<file path="config.mk">
export PLATFORM = sky130hd
export DESIGN_NAME = ex_mem_skid_buffer
export DESIGN_NICKNAME = d
export VERILOG_FILES = /design/src/rtl/ex_pkg.sv /design/src/rtl/ex_result_reg.sv /design/src/rtl/ex_mem_skid_buffer.sv
export SDC_FILE = /design/constraint.sdc
export NUM_CORES = 1
export LEC_CHECK = 0
export ABC_AREA = 1
export BUFFER_PORTS_ARGS = -buffer_cell sky130_fd_sc_hd__buf_2
export CAP_MARGIN = 25
export CORE_MARGIN = 2
export CORE_UTILIZATION = 50
export CTS_BUF_LIST = sky130_fd_sc_hd__clkbuf_8
export DETAILED_ROUTE_END_ITERATION = 10
export PLACE_DENSITY = 0.81
export SKIP_LAST_GASP = 1
export SYNTH_ARGS = -nofsm -noshare
export SYNTH_HDL_FRONTEND = slang
export SYNTH_SLANG_ARGS = --single-unit
</file>
<file path="constraint.sdc">
create_clock -name clk -period 2.48 [get_ports clk]
set_clock_uncertainty 0.1 [all_clocks]
set_input_delay 0.248 -clock clk [delete_from_list [all_inputs] [get_ports clk]]
set_output_delay 0.248 -clock clk [all_outputs]
set_load 0.01 [all_outputs]
</file>
<file path="src/rtl/ex_pkg.sv">
// Shared definitions for the execute/memory pipeline boundary: buffer
// occupancy states and the default-width result record.
package ex_pkg;

  localparam int unsigned EX_SIZE     = 32;
  localparam int unsigned EX_RD_WIDTH = 5;

  typedef enum logic [1:0] {
    EMPTY,
    ONE,
    FULL
  } state_t;

  typedef struct packed {
    logic [EX_SIZE-1:0]     S;
    logic                   C;
    logic                   V;
    logic                   N;
    logic                   Z;
    logic [EX_RD_WIDTH-1:0] rd;
    logic                   we;
  } ex_result_t;

endpackage

</file>
<file path="src/rtl/ex_result_reg.sv">
// One result-record register with asynchronous active-high reset and load
// enable; the record type defaults to the package layout.
import ex_pkg::*;

module ex_result_reg #(
  parameter type entry_t = ex_result_t
) (
  input  logic   clk,
  input  logic   reset,
  input  logic   load,
  input  entry_t d,
  output entry_t q
);

  always_ff @(posedge clk or posedge reset) begin
    if (reset) begin
      q <= '0;
    end else if (load) begin
      q <= d;
    end
  end

endmodule

</file>
<file path="src/rtl/ex_mem_skid_buffer.sv">
// Two-entry skid buffer between execute and memory stages (main + skid entry).
// Optional flag forwarding is enabled by defining EX_MEM_FLAGS_EN.
import ex_pkg::*;

module ex_mem_skid_buffer #(
  parameter int unsigned size     = 32,
  parameter int unsigned rd_width = 5
) (
  input  logic                clk,
  input  logic                reset,
  input  logic                in_valid,
  output logic                in_ready,
  input  logic [size-1:0]     in_S,
  input  logic                in_C,
  input  logic                in_V,
  input  logic                in_N,
  input  logic                in_Z,
  input  logic [rd_width-1:0] in_rd,
  input  logic                in_we,
  input  logic                flush,
  output logic                out_valid,
  input  logic                out_ready,
  output logic [size-1:0]     out_S,
  output logic                out_C,
  output logic                out_V,
  output logic                out_N,
  output logic                out_Z,
  output logic [rd_width-1:0] out_rd,
  output logic                out_we
);

  // Same field order as ex_result_t, resized to this instance's parameters.
  typedef struct packed {
    logic [size-1:0]     S;
    logic                C;
    logic                V;
    logic                N;
    logic                Z;
    logic [rd_width-1:0] rd;
    logic                we;
  } entry_t;

  state_t state, state_next;
  logic   in_fire, out_fire;
  logic   main_load, skid_load, main_from_skid;
  entry_t in_entry, main_d, main_q, skid_q;

  assign in_ready  = (state != FULL);
  assign out_valid = (state != EMPTY);
  assign in_fire   = in_valid & in_ready;
  assign out_fire  = out_valid & out_ready;

  always_comb begin
    in_entry.S  = in_S;
    in_entry.rd = in_rd;
    in_entry.we = in_we;
`ifdef EX_MEM_FLAGS_EN
    in_entry.C = in_C;
    in_entry.V = in_V;
    in_entry.N = in_N;
    in_entry.Z = in_Z;
`else
    in_entry.C = 1'b0;
    in_entry.V = 1'b0;
    in_entry.N = 1'b0;
    in_entry.Z = 1'b0;
`endif
  end

  always_ff @(posedge clk or posedge reset) begin
    if (reset) begin
      state <= EMPTY;
    end else begin
      state <= state_next;
    end
  end

  // Flush overrides every transfer, so no entry loads in a flush cycle.
  always_comb begin
    state_next     = state;
    main_load      = 1'b0;
    skid_load      = 1'b0;
    main_from_skid = 1'b0;
    if (flush) begin
      state_next = EMPTY;
    end else begin
      unique case (state)
        EMPTY: begin
          if (in_fire) begin
            state_next = ONE;
            main_load  = 1'b1;
          end
        end
        ONE: begin
          case ({in_fire, out_fire})
            2'b10: begin
              state_next = FULL;
              skid_load  = 1'b1;
            end
            2'b01: state_next = EMPTY;
            2'b11: main_load = 1'b1;
            default: ;
          endcase
        end
        FULL: begin
          if (out_fire) begin
            state_next     = ONE;
            main_load      = 1'b1;
            main_from_skid = 1'b1;
          end
        end
        default: state_next = EMPTY;
      endcase
    end
  end

  assign main_d = main_from_skid ? skid_q : in_entry;

  ex_result_reg #(.entry_t(entry_t)) u_main (
    .clk   (clk),
    .reset (reset),
    .load  (main_load),
    .d     (main_d),
    .q     (main_q)
  );

  ex_result_reg #(.entry_t(entry_t)) u_skid (
    .clk   (clk),
    .reset (reset),
    .load  (skid_load),
    .d     (in_entry),
    .q     (skid_q)
  );

  assign out_S  = main_q.S;
  assign out_rd = main_q.rd;
  assign out_we = main_q.we & out_valid;

`ifdef EX_MEM_FLAGS_EN
  assign out_C = main_q.C;
  assign out_V = main_q.V;
  assign out_N = main_q.N;
  assign out_Z = main_q.Z;
`else
  logic unused_flags;
  assign unused_flags = ^{in_C, in_V, in_N, in_Z, main_q.C, main_q.V, main_q.N, main_q.Z};
  assign out_C = 1'b0;
  assign out_V = 1'b0;
  assign out_N = 1'b0;
  assign out_Z = 1'b0;
`endif

endmodule

</file>
# Yosys cells after proc, flatten, opt, wreduce, memory -nomap -nowiden
# Cells that the tools add are included.
[classes] n_eq_ne=9 muxes=16 bitwise_logic=3 n_reduce_logical=3
[ops] op="42-bit two-way mux" n=1
[ops] op="1-bit two-way mux" n=9
[ops] op="2-bit == test (second input constant)" n=3
[ops] op="2-bit two-way mux" n=3
[ops] op="3-bit inequality test (second input constant)" n=2
[ops] op="2-bit case mux with 3 select lines" n=1
[ops] op="2-bit by 1-bit == test with 1-bit output (second input constant)" n=2
[ops] op="4-bit by 3-bit inequality test with 1-bit output (second input constant)" n=1
[ops] op="2-bit case mux with 2 select lines" n=1
[ops] op="1-bit AND" n=3
[ops] op="1-bit case mux with 3 select lines" n=1
[ops] op="3-bit AND reduction" n=1
[ops] op="2-bit logical NOT" n=1
[ops] op="2-bit inequality test (second input constant)" n=1
[ops] op="2-bit nonzero test" n=1
[totals] reg_bits=78 input_bits=47

# Depth between registers and ports, before layout
# Gate-level depths: netlist of run 1.
[logic_depth] ltp_word=6 depth_mapped=9

# By module
# A second synthesis of run 1 with hierarchy kept.
[unflattened] hier_cells=524 hier_area_um2=4289.1
[modules_own_cells] mod="ex_result_reg" n_inst=2 cells_per_inst=179 area_per_inst_um2=1657.8 seq_area_each_um2=1051.0
[modules_own_cells] mod="ex_mem_skid_buffer" n_inst=1 cells_per_inst=166 area_per_inst_um2=973.4 seq_area_each_um2=50.0

# Worst setup path before layout of run 1
# No wires, ideal clock.
[synth_timing] kind="reg-to-reg" from="register state[1]" to="register u_skid.q[20] (netlist bit)" setup_ns=0.117 arrival_time_ns=1.252 required_time_ns=2.263 slack_ns=1.011 path_stages_with_launch=9 synth_period_minus_slack_ns=1.469 path_cell_list="dfrtp_1 nand2_2 nand2_2 nor2_2 nand2_2 buf_6 buf_6 nand2_1 nand2_1"
[synth_between] elab_chain_cells=6 word_cells_on_any_way=9
[synth_rtl] element="from (decl)" line="ex_mem_skid_buffer.sv:43" source="state_t state, state_next;"
[synth_rtl] element="from (signal assigned)" line="ex_mem_skid_buffer.sv:74" source="state <= state_next;"
[synth_rtl] element="2-bit inequality test" line="ex_mem_skid_buffer.sv:48" source="assign in_ready = (state != FULL);"
[synth_rtl] element="net in_ready" line="ex_mem_skid_buffer.sv:12" source="output logic in_ready,"
[synth_rtl] element="1-bit AND" line="ex_mem_skid_buffer.sv:50" source="assign in_fire = in_valid & in_ready;"
[synth_rtl] element="2-bit == test" line="ex_mem_skid_buffer.sv:95" source="case ({in_fire, out_fire})"
[synth_rtl] element="1-bit two-way mux" line="ex_mem_skid_buffer.sv:95"
[synth_rtl] element="1-bit two-way mux" line="ex_mem_skid_buffer.sv:87" source="unique case (state)"
[synth_rtl] element="1-bit two-way mux" line="ex_mem_skid_buffer.sv:84" source="if (flush) begin"
[synth_rtl] element="to (signal assigned)" line="ex_result_reg.sv:17" source="q <= '0;"
[synth_rtl] element="to (signal assigned)" line="ex_result_reg.sv:19" source="q <= d;"
[synth_rtl] element="to (decl)" line="ex_result_reg.sv:12" source="output entry_t q"
# The timed path passes the listed nets, and every way through them passes these cells.
# A chain may end at the register's enable or synchronous reset.

# Final worst setup path of run 1
[layout_timing] from="register state[1]" to="register u_main.q[34] (netlist bit)"
[layout_between] elab_chain_cells=6 word_cells_on_any_way=16
[layout_rtl] element="2-bit inequality test / 2-bit nonzero test (equally long branches)" line="ex_mem_skid_buffer.sv:48, ex_mem_skid_buffer.sv:49"
[layout_rtl] element="1-bit AND (on tied branches)" line="ex_mem_skid_buffer.sv:50, ex_mem_skid_buffer.sv:51"
[layout_rtl] element="2-bit == test / 1-bit two-way mux (equally long branches)" line="ex_mem_skid_buffer.sv:95, ex_mem_skid_buffer.sv:106"
[layout_rtl] element="1-bit two-way mux (on tied branches)" line="ex_mem_skid_buffer.sv:95, ex_mem_skid_buffer.sv:87"
[layout_rtl] element="1-bit case mux with 3 select lines / 1-bit two-way mux (equally long branches)" line="ex_mem_skid_buffer.sv:87, ex_mem_skid_buffer.sv:84"
[layout_rtl] element="1-bit two-way mux / 42-bit two-way mux (equally long branches)" line="ex_mem_skid_buffer.sv:84, ex_mem_skid_buffer.sv:117"
[layout_rtl] element="to (signal assigned)" line="ex_result_reg.sv:17"
[layout_rtl] element="to (signal assigned)" line="ex_result_reg.sv:19"
[layout_rtl] element="to (decl)" line="ex_result_reg.sv:12"
# Several ways; a longest one is shown, not always the timed one.

==> parameters.txt, run 1 <==
Parameter                              Value

Setup path
  Required time at the endpoint of the critical path ... roughly 2.6 ns
  Data arrival time of the critical path ... roughly 2 ns
  Number of cell instances on the worst register-to-register path ... 8
  Crit-path most repeated cell ... nand2_1
  Max FO, Critical Path ... 23
  Stages on worst setup path ... 8
  Cells along the critical path ... nand2_2 > inv_2 > nand2_1 > buf_12 > nand2_1 > nand2_1 > nand2_1 > nand2_1
  Largest stage delay, worst path ... between 0.5 and 0.6 ns
  Type of element capturing the critical path ... register
  Cell with the largest stage delay on the worst path ... dfrtp_1
  Family with the most delay on the worst path ... simple AND/OR/NAND/NOR gates
  Count of buffer and inverter cells on the critical path ... 2
  R2R Path End ... u_main.q[34]$_DFFE_PP0P_
  Worst R2R Start ... state[1]$_DFFE_PP0P_
  Setup Crit Path Kind ... reg2reg
  R2R Setup Slk ... 0.60 ns
  Startpoint Class ... register

Die
  Initial standard-cell utilization of the core ... 0.520
  Die height ... 94.1 microns
  Std cell rows ... 32
  I/O pin cnt ... 91
  Width of the chip ... around 94 microns
  Floorplan Core Area ... 7810 sq um
  Die area ... 8860 sq um

Min path
  Endpoint of the worst hold path ... u_skid.q[2]$_DFFE_PP0P_
  Worst min path class ... in2reg
  Origin of the worst min-delay path ... in_rd[1]
  Hold Crit Depth ... 3

CTS
  TritonCTS clock tree ... done
  Cts bufs inserted ... 9
  Total of hold buffers inserted after clock tree synthesis ... 1
  Count of clock tree sinks ... 78
  Resized Gates After CTS ... 0
  Clock-pin slew of the registers on the worst-case setup and hold paths ... 0.09 ns
  Clock root buffer ... clkbuf_8
  H-tree level count ... 3
  Setup fix buffers added after clock tree synthesis ... 0
  Bufs on Longest Clock Path ... 2
  Insertion delay of the later-clocked pin in the worst-skew pair ... between 0.3 and 0.4 ns

Power
  Total power divided by cell area ... 953 nW/um^2
  Max rail drop VDD ... 436 uV
  Static leakage power ... 2.56 nW
  Overall power consumption ... 4.19 mW

Finish
  FF+latch area ... 1950 sq um
  Layout cell share with drive strength beyond 1 ... 0.247
  Leading cell types in the layout, fill and taps excluded ... 293 x nand2_1, 82 x buf_2, 78 x dfrtp_1
  Diodes inserted ... 0
  Final standard cell utilization of the core ... 0.563
  Final layout net count ... around 610
  Multi-input gate area in the final layout ... 1550 sq um
  Syn-to-layout area delta ... 8.22%
  Number of fillers in the final layout ... approximately 740
  Leading cell type in the layout, fill and taps excluded ... nand2_1

Timing
  Slew at the pin closest to its max-slew limit ... 0.762 ns
  Final worst-path cycle share ... 0.759
  Final min period ... roughly 1.9 ns
  Slew headroom ... 0.490
  Final number of setup-violating endpoints ... 0
  Setup TNS Final ... 0 ns
  Post-Route Hold Slack ... ~0.043 ns
  Number of hold violations in the final report ... 0
  Unrepaired setup endpoints after global routing ... no
  Max-slew violation count ... 0
  Max Clk Rate ... 532 MHz

Global routing
  Antenna violations before repair ... 0
  Met2 Track Usage GR ... 0.332
  Vias in the first global route ... 3208
  Largest net degree at the start of global routing ... 46
  Global routing usage summed across all routing layers ... 0.203
  GRT overflow ... 0
  Global-route wire length before repair ... 14100 microns
  Global-route met3 utilization ... 0.0377
  Grt met1 use ... 0.253
  Grt peak-use layer ... met2

Detailed routing
  DRC marker count from the first detailed-route iteration ... 144
  Per-cell via count in the routed design ... 4.82
  Total number of vias ... 3223
  Routed Antenna Nets ... 0
  Wirelength per Cell ... 12.4 microns
  Detailed-route DRC error count ... 0
  Pre-antenna DRT Iters ... 5
  Total Routed Length ... 8290 microns

Yosys
  Sequential share of the synthesized area ... 0.480
  Synthesized cell area ... 4060 sq um
  Count of warnings emitted by yosys ... 0
  Distinct cell type count after synthesis ... 20
  Number of cells produced by synthesis ... 526
  Syn Area/Cell ... 7.72 sq um
  Yosys reg bits ... 78

Place
  Hpwl dp ... 5490 microns
  Count of port buffers added during placement ... slightly above 80
  Gpl congestion ... about 0.78

Run
  Max-cap check violation count ... 0

Outcome
  Outcome ... completed
[worst max path at each step]
stage,endpoint,startpoint
after global placement,u_main.q[21]$_DFFE_PP0P_,state[1]$_DFFE_PP0P_
after floorplan,state[0]$_DFFE_PP0P_,reset
after global routing,u_main.q[34]$_DFFE_PP0P_,state[1]$_DFFE_PP0P_
after CTS,u_main.q[34]$_DFFE_PP0P_,state[1]$_DFFE_PP0P_
after detailed placement,u_main.q[34]$_DFFE_PP0P_,state[1]$_DFFE_PP0P_
final,u_main.q[34]$_DFFE_PP0P_,state[1]$_DFFE_PP0P_
[sequential cells by signal, summed over array words and instances (netlist names)]
register and flops:
state 2, u_main.q 38, u_skid.q 38
[metal layers]
layer  wire length (microns)  share of wire  vias up
li1                        -              -     1626
met1                    3710           0.45     1503
met3                     397          0.048       12
met5                       0              0        -
met4                     128          0.015        0
met2                    4050           0.49       82
[synthesized netlist by cell type]
cell type | number | area share
nand2_1 | 293 | 0.27
dfrtp_1 | 78 | 0.48
buf_4 | 46 | 0.085
nand3_1 | 39 | 0.048
nand2_2 | 25 | 0.038
buf_2 | 9 | 0.011
buf_6 | 8 | 0.022
inv_1 | 5 | 0.0046
nor2_1 | 5 | 0.0046
inv_2 | 4 | 0.0037
clkbuf_1 | 3 | 0.0028
buf_12 | 2 | 0.0099
nor2_2 | 2 | 0.0031
a21oi_1 | 1 | 0.0012
buf_8 | 1 | 0.0037
conb_1 | 1 | 0.00092
nand3_2 | 1 | 0.0025
nor3_4 | 1 | 0.0040
o21ai_0 | 1 | 0.0012
o31ai_1 | 1 | 0.0018
[through the flow]
stage,setup slack (ns),area [sq um],cells
finish,0.599,4400,669
floorplan,0.137,4070,529
global route,0.434,4400,669
CTS,0.590,4400,669
global placement,0.629,4160,652
detailed placement,0.603,4160,652
[kinds of logic (layout without fill, tap and decap cells)]
| kind of cell | Yosys count | count (layout) | synth area share |
|---|---|---|---|
| AO/OA/AOI/OAI | 3 | 3 | 0.00431 |
| buffers and inverters | 78 | 116 | 0.143 |
| flip-flops | 78 | 78 | 0.480 |
| other | 1 | 4 | 0.000923 |
| AND/OR/NAND/NOR | 366 | 366 | 0.371 |
[worst register-to-register path, delay by kind of cell, from the launching register on]
family / cells / cell delay (ns)
DFF: 1 / 0.53
and+or+nand+nor: 6 / 0.75
buffers and inverters: 2 / 0.41
[layout make-up]
cell class              count  area share
inverters                   9     0.00797
multi-input cells         373       0.353
clock inverters             6      0.0194
clock buffers              10      0.0313
well taps                 102      0.0290
repair buffers             91       0.115
flip-flops and latches     78       0.444
[report_power, final]
group | switching (mW) | leakage [nW] | internal [mW]
sequential | 0.267 | 0.971 | 1.77
combinational | 0.671 | 1.48 | 0.426
clock | 0.461 | 0.114 | 0.593
total | 1.40 | 2.56 | 2.79
Note: power is estimated with default switching activity, not from simulation.
==> inputs of run 2 (changes only) <==
Settings changed: PLACE_DENSITY 0.81 to 0.78.
Clock period 2.48 ns to 1.9 ns, I/O delays scaled along.
==> run 2 against run 1 <==
Sequential share of layout area fell by 3.3 points. Hold slack got worse by 0.031 ns. Via count rose by 4.7%. Largest power group unchanged. Fmax rose by 9.5%. Combinational power rose by 38%. Sequential power rose by 31%. Critical endpoint is now u_skid.q[25]$_DFFE_PP0P_. Final cell count rose by 5.5%. Critical path depth fell by 1. Register-to-register slack got worse by 0.42 ns.
==> parameters.txt, run 2 (synthesis results as in run 1) <==
Parameter                              Value

Die
  Die area ... 8860 sq um (unchanged)
  I/O pin cnt ... 91 (unchanged)
  Floorplan Core Area ... 7810 sq um (unchanged)
  Initial standard-cell utilization of the core ... 0.520 (unchanged)
  Die height ... 94.1 microns (unchanged)
  Width of the chip ... 94.1 microns (unchanged)
  Std cell rows ... 32 (unchanged)

Timing
  Max Clk Rate ... 582 MHz (+9.5%)
  Final worst-path cycle share ... 0.904 (+0.146)
  Max-slew violation count ... 0 (unchanged)
  Unrepaired setup endpoints after global routing ... no
  Final number of setup-violating endpoints ... 0 (unchanged)
  Number of hold violations in the final report ... 0 (unchanged)
  Setup TNS Final ... 0 ns (unchanged)
  Final min period ... 1.72 ns (-0.163 ns)

Run
  Max-cap check violation count ... 0 (unchanged)

Detailed routing
  Per-cell via count in the routed design ... 4.78 (-0.80%)
  DRC marker count from the first detailed-route iteration ... 189 (+31%)
  Total number of vias ... 3374 (+4.7%)
  Total Routed Length ... 8640 microns (+4.2%)
  Pre-antenna DRT Iters ... 5 (unchanged)
  Routed Antenna Nets ... 0 (unchanged)
  Wirelength per Cell ... 12.2 microns (-1.2%)
  Detailed-route DRC error count ... 0 (unchanged)

Global routing
  Antenna violations before repair ... 0 (unchanged)
  Global routing usage summed across all routing layers ... 0.212 (+0.00948)
  Global-route wire length before repair ... 14700 microns (+4.6%)
  GRT overflow ... 0 (unchanged)
  Vias in the first global route ... 3337 (+4.0%)
  Largest net degree at the start of global routing ... 79 (+72%)

Finish
  Leading cell types in the layout, fill and taps excluded ... 293 x nand2_1, 82 x buf_2, 78 x dfrtp_1
  Registers with the most flip-flops ... u_main.q: 38 flops, u_skid.q: 38 flops, state: 2 flops
  Number of fillers in the final layout ... 743 (+0.27%)
  Diodes inserted ... 0 (unchanged)
  Layout Cells excl Fill ... 706 (+5.5%)
  Leading cell type in the layout, fill and taps excluded ... nand2_1
  Syn-to-layout area delta ... 16.8%
  Final layout net count ... 647 (+6.2%)
  Layout cell share with drive strength beyond 1 ... 0.238 (-0.00850)

Setup path
  Max FO, Critical Path ... 25 (+8.7%)
  Startpoint Class ... register
  Largest stage delay, worst path ... 0.48 ns (-0.05 ns)
  Cells along the critical path ... nor2_1 > nor2_2 > nor2_4 > nand2_2 > buf_4 > nand2_1 > nand2_1
  Family with the most delay on the worst path ... simple AND/OR/NAND/NOR gates
  Type of element capturing the critical path ... register
  Count of buffer and inverter cells on the critical path ... 1 (-1)
  Data arrival time of the critical path ... 1.85 ns (-0.16 ns)
  Setup Crit Path Kind ... reg2reg
  Cell with the largest stage delay on the worst path ... dfrtp_1
  Required time at the endpoint of the critical path ... 2.03 ns (-0.58 ns)
  Crit-path most repeated cell ... nand2_1

Place
  Total placed cells including tap cells ... 658 (+0.92%)
  Hpwl dp ... 5660 microns (+3.1%)
  Gpl congestion ... 0.747 (-3.9%)
  Count of port buffers added during placement ... 82 (unchanged)

CTS
  Clock root buffer ... clkbuf_8
  Insertion delay of the later-clocked pin in the worst-skew pair ... 0.34 ns (about the same)
  Total of hold buffers inserted after clock tree synthesis ... 33 (+32)
  H-tree level count ... 3 (unchanged)
  Setup fix buffers added after clock tree synthesis ... 0 (unchanged)
  Cts bufs inserted ... 9 (unchanged)
  Count of clock tree sinks ... 78 (unchanged)
  TritonCTS clock tree ... done
  Bufs on Longest Clock Path ... 2 (unchanged)
  Clock-pin slew of the registers on the worst-case setup and hold paths ... 0.07 ns (-0.02 ns)
  Resized Gates After CTS ... 0 (unchanged)

Power
  Static leakage power ... 2.71 nW (+5.7%)
  Max rail drop VDD ... 581 uV (+33%)
  Total power divided by cell area ... 1160 nW/um^2 (+21%)

Outcome
  Outcome ... completed

Min path
  Worst min path class ... in2reg
## run 2: final timing paths
kind | startpoint | to | slack [ns] | depth (start not counted)
min in group asynchronous | reset | u_main.q[15]$_DFFE_PP0P_ | 0.39 | 4
max reg2reg | state[1]$_DFFE_PP0P_ | u_skid.q[25]$_DFFE_PP0P_ | 0.18 | 7
min reg2reg | u_main.q[26]$_DFFE_PP0P_ | u_main.q[26]$_DFFE_PP0P_ | 0.37 | 2
max in group asynchronous | reset | u_main.q[28]$_DFFE_PP0P_ | 0.97 | 4
min | in_S[25] | u_skid.q[35]$_DFFE_PP0P_ | 0.01 | 3
max | state[1]$_DFFE_PP0P_ | u_skid.q[25]$_DFFE_PP0P_ | 0.18 | 7
## run 2: worst reg2reg max path: cells and delay by family, from the launching register on
| family | cells | cell delay [ns] |
|---|---|---|
| simple gates | 6 | 0.80 |
| buf+inv | 1 | 0.23 |
| flops | 1 | 0.48 |
## run 2: layout make-up
class | instances | area [sq um] | area share
Tap cell | 102 | 128 | 0.0269
Clock buffer | 9 | 124 | 0.0261
Clock inverter | 6 | 80.1 | 0.0169
Multi-Input combinational cell | 373 | 1550 | 0.327
Timing Repair Buffer | 129 | 871 | 0.183
Sequential cell | 78 | 1950 | 0.411
Inverter | 9 | 37.5 | 0.00791
## run 2: where the power goes
part / leakage [nW] / switching [mW] / total (mW) / internal, mW
sequential: 0.971 / 0.353 / 2.67 / 2.32
combinational: 1.63 / 0.900 / 1.52 / 0.617
clock: 0.108 / 0.579 / 1.30 / 0.721
total: 2.71 / 1.83 / 5.49 / 3.66
## run 2: through the flow
step                total power, mW   util  setup WS [ns]  cell area, sq um  hold slack, ns
floorplan                      3.97      -          0.431              4080           0.190
global route                   5.88  0.608         0.0615              4750          0.0127
detailed placement             4.17  0.539          0.192              4210           0.249
finish                         5.49  0.608          0.182              4750          0.0118
CTS                            5.54  0.608          0.176              4750         0.00198
global placement               4.07  0.539          0.265              4210           0.235
## run 2: layer usage
| metal | track usage | share of wire | wire (microns) |
|---|---|---|---|
| met3 | 0.0474 | 0.056 | 487 |
| met4 | 0.0713 | 0.012 | 106 |
| met2 | 0.370 | 0.49 | 4220 |
| met1 | 0.260 | 0.44 | 3830 |
| met5 | 0 | 0 | 0 |
==> inputs of run 3 (changes only) <==
Settings changed: ABC_AREA 1 to default, CORE_ASPECT_RATIO from default to 0.8.
==> run 3 against run 2 <==
Via count fell by 34%. Core utilization grew 3.1 points. Non-clock buffer count grew 1. Hold slack gained 0.053 ns. Flip-flop and latch count unchanged. Synthesized area is 3.4% lower. Fmax is 3.9% lower. Setup slack worse by 0.069 ns. Largest cell class unchanged. Synthesized cell count is 50% lower. Routed wire length fell by 21%. Clock power about the same.
==> parameters.txt, run 3 <==
Parameter                              Value

Outcome
  Outcome ... completed

Detailed routing
  Total number of vias ... 2225 (-34%)
  Wirelength per Cell ... 14.6 microns (+20%)
  Pre-antenna DRT Iters ... 4 (-1)
  Total Routed Length ... 6800 microns (-21%)
  Detailed-route DRC error count ... 0 (unchanged)
  DRC marker count from the first detailed-route iteration ... 48 (-75%)
  Per-cell via count in the routed design ... 4.78 (+0.12%)
  Routed Antenna Nets ... 0 (unchanged)

Timing
  Final min period ... 1.79 ns (+0.0693 ns)
  Final worst-path cycle share ... 0.941 (+0.0365)
  Final number of setup-violating endpoints ... 0 (unchanged)
  Setup TNS Final ... 0 ns (unchanged)
  Max-slew violation count ... 0 (unchanged)
  Max Clk Rate ... 559 MHz (-3.9%)
  Unrepaired setup endpoints after global routing ... no
  Number of hold violations in the final report ... 0 (unchanged)
  Post-Route Hold Slack ... 0.0646 ns (+0.0528 ns)

Finish
  Registers with the most flip-flops ... u_main.q: 38 flops, u_skid.q: 38 flops, state: 2 flops
  Leading cell types in the layout, fill and taps excluded ... 82 x buf_2, 77 x dfrtp_1, 74 x mux2_2
  Multi-input gate area in the final layout ... 1590 sq um (+2.0%)
  Layout Cells excl Fill ... 465 (-34%)
  Layout cell share with drive strength beyond 1 ... 0.636 (+0.398)
  Final layout net count ... 402 (-38%)
  Number of fillers in the final layout ... 590 (-21%)
  Diodes inserted ... 0 (unchanged)
  FF+latch area ... 1950 sq um (about the same)
  Leading cell type in the layout, fill and taps excluded ... buf_2
  Syn-to-layout area delta ... 22.0%

Run
  Max-cap check violation count ... 0 (unchanged)

Die
  Width of the chip ... 103 microns (+9.5%)
  Die area ... 8580 sq um (-3.2%)
  Die height ... 83.2 microns (-12%)
  Std cell rows ... 28 (-13%)
  I/O pin cnt ... 91 (unchanged)
  Initial standard-cell utilization of the core ... 0.524 (+0.00318)
  Floorplan Core Area ... 7500 sq um (-4.0%)

Place
  Count of port buffers added during placement ... 82 (unchanged)
  Total placed cells including tap cells ... 410 (-38%)
  Gpl congestion ... 0.661 (-12%)
  Hpwl dp ... 4350 microns (-23%)

Setup path
  Cell with the largest stage delay on the worst path ... dfrtp_1
  Startpoint Class ... register
  Setup Crit Path Kind ... reg2out
  Type of element capturing the critical path ... output port
  Largest stage delay, worst path ... 0.38 ns (-0.10 ns)
  Cells along the critical path ... buf_4 > or2_2 > and2_1 > buf_2
  Required time at the endpoint of the critical path ... 1.61 ns (-0.42 ns)
  Max FO, Critical Path ... 7 (-72%)
  Data arrival time of the critical path ... 1.50 ns (-0.35 ns)

Yosys
  Most area-consuming cells after synthesis ... dfrtp_1 50%, mux2_2 21%, mux2_4 15%
  Number of flops mapped to enable cells by yosys ... 0 (unchanged)
  Proportion of synthesized flip-flops having asynchronous set or reset ... 1.00 (unchanged)
  Area share of the largest cell type after synthesis ... 0.497 (+0.0168)
  Most frequently used cell type in the post-synthesis netlist ... dfrtp_1
  Cell type with the largest total area after synthesis ... dfrtp_1
  Adder-cell share of the synthesized area ... 0 (unchanged)
  Multiplexer area fraction after synthesis ... 0.368 (+0.368)
  Leading post-synthesis cells by instance count ... 78 x dfrtp_1, 74 x mux2_2, 42 x buf_4
  Yosys reg bits ... 78 (unchanged)
  Syn Area/Cell ... 14.9 sq um (+92%)
  Prevailing post-synth register cell ... dfrtp_1
  Synthesized cell area ... 3930 sq um (-3.4%)
  Synthesized-area fraction occupied by and/or/nand/nor cells ... 0.0198 (-0.352)
  Count of warnings emitted by yosys ... 0 (unchanged)
  Post-synthesis xor/xnor area fraction ... 0 (unchanged)
  Number of cells produced by synthesis ... 264 (-50%)
  Sequential share of the synthesized area ... 0.497 (+0.0168)
  Largest family of logic cells by synthesized area ... multiplexers
  Distinct cell type count after synthesis ... 24 (+20%)
  Synth Area in Compound Gates ... 0.00893 (+0.00461)

CTS
  Cts bufs inserted ... 9 (unchanged)
  TritonCTS clock tree ... done
  H-tree level count ... 3 (unchanged)
  Clock root buffer ... clkbuf_8
  Bufs on Longest Clock Path ... 2 (unchanged)
  Clock-pin slew of the registers on the worst-case setup and hold paths ... 0.08 ns (about the same)
  Count of clock tree sinks ... 78 (unchanged)
  Insertion delay of the later-clocked pin in the worst-skew pair ... 0.35 ns (about the same)

Global routing
  Largest net degree at the start of global routing ... 79 (unchanged)
  Global routing usage summed across all routing layers ... 0.171 (-0.0413)
  GRT overflow ... 0 (unchanged)
  Vias in the first global route ... 2469 (-26%)
  Global-route wire length before repair ... 11400 microns (-23%)
  Antenna violations before repair ... 0 (unchanged)

Power
  Static leakage power ... 2.24 nW (-17%)
  Max rail drop VDD ... 467 uV (-20%)
  Overall power consumption ... 4.56 mW (-17%)
  Total power divided by cell area ... 952 nW/um^2 (-18%)

Min path
  Worst min path class ... in2reg
[run 3: cell count changes after synthesis, sizes merged, moves of 3 or more]
cell,change
inv,-8
mux2,+114
nand2,-316
buf,-13
nor2,-5
clkbuf,-3
nand3,-39
[run 3: final timing paths]
check | startpoint | end | slack (ns) | depth (start not counted)
setup / recovery | state[0]$_DFFE_PP0P_ | out_we | 0.11 | 4
hold / removal | flush | state[0]$_DFFE_PP0P_ | 0.06 | 2
setup reg to reg | state[0]$_DFFE_PP0P_ | u_main.q[5]$_DFFE_PP0P_ | 0.12 | 4
hold reg to reg | u_main.q[37]$_DFFE_PP0P_ | u_main.q[37]$_DFFE_PP0P_ | 0.40 | 1
max in group asynchronous | reset | state[1]$_DFFE_PP0P_ | 0.97 | 4
min in group asynchronous | reset | u_main.q[22]$_DFFE_PP0P_ | 0.40 | 4
[run 3: cell type report]
type	count	share of cell area
flip-flops and latches	78	0.408
well taps	105	0.0274
multi-input cells	135	0.331
repair buffers	130	0.189
clock buffers	10	0.0287
inverters	1	0.00157
clock inverters	6	0.0144
[run 3: routing by layer]
| layer | vias up | wire length [microns] | track usage |
|---|---|---|---|
| li1 | 1054 | - | - |
| met5 | - | 0 | 0 |
| met2 | 60 | 3360 | 0.289 |
| met4 | 0 | 44 | 0.0323 |
| met3 | 5 | 417 | 0.0732 |
| met1 | 1106 | 2980 | 0.203 |
[run 3: through the flow]
step / setup WS [ns] / area, sq um / utilization
after floorplan: 0.128 / 3940 / -
after global placement: 0.101 / 4190 / 0.559
after detailed placement: 0.0691 / 4190 / 0.559
after CTS: 0.0562 / 4790 / 0.639
after global routing: 0.0306 / 4790 / 0.639
final: 0.113 / 4790 / 0.639
[run 3: worst max-delay path, delay by kind of cell (launching register included)]
family,cells,cell delay [ns]
buffers and inverters,2,0.29
AND/OR/NAND/NOR,2,0.48
flip-flops,1,0.38
[run 3: kinds of logic after synthesis]
family	count (synthesis)
AO/OA/AOI/OAI	4
buffers and inverters	54
flip-flops	78
multiplexers	115
other	1
AND/OR/NAND/NOR	12
[run 3: where the power goes]
group          switching (mW)  internal [mW]
logic                   0.389          0.642
registers               0.195           2.06
clock network           0.621          0.651
[run 3: repair_timing]
item / CTS / global route
endpoints found under the setup margin: 0 / 3
endpoints found under the hold margin: 116 / 0
hold buffers: 39 / 0
setup buffers: 0 / 0
resized for setup: 0 / 1
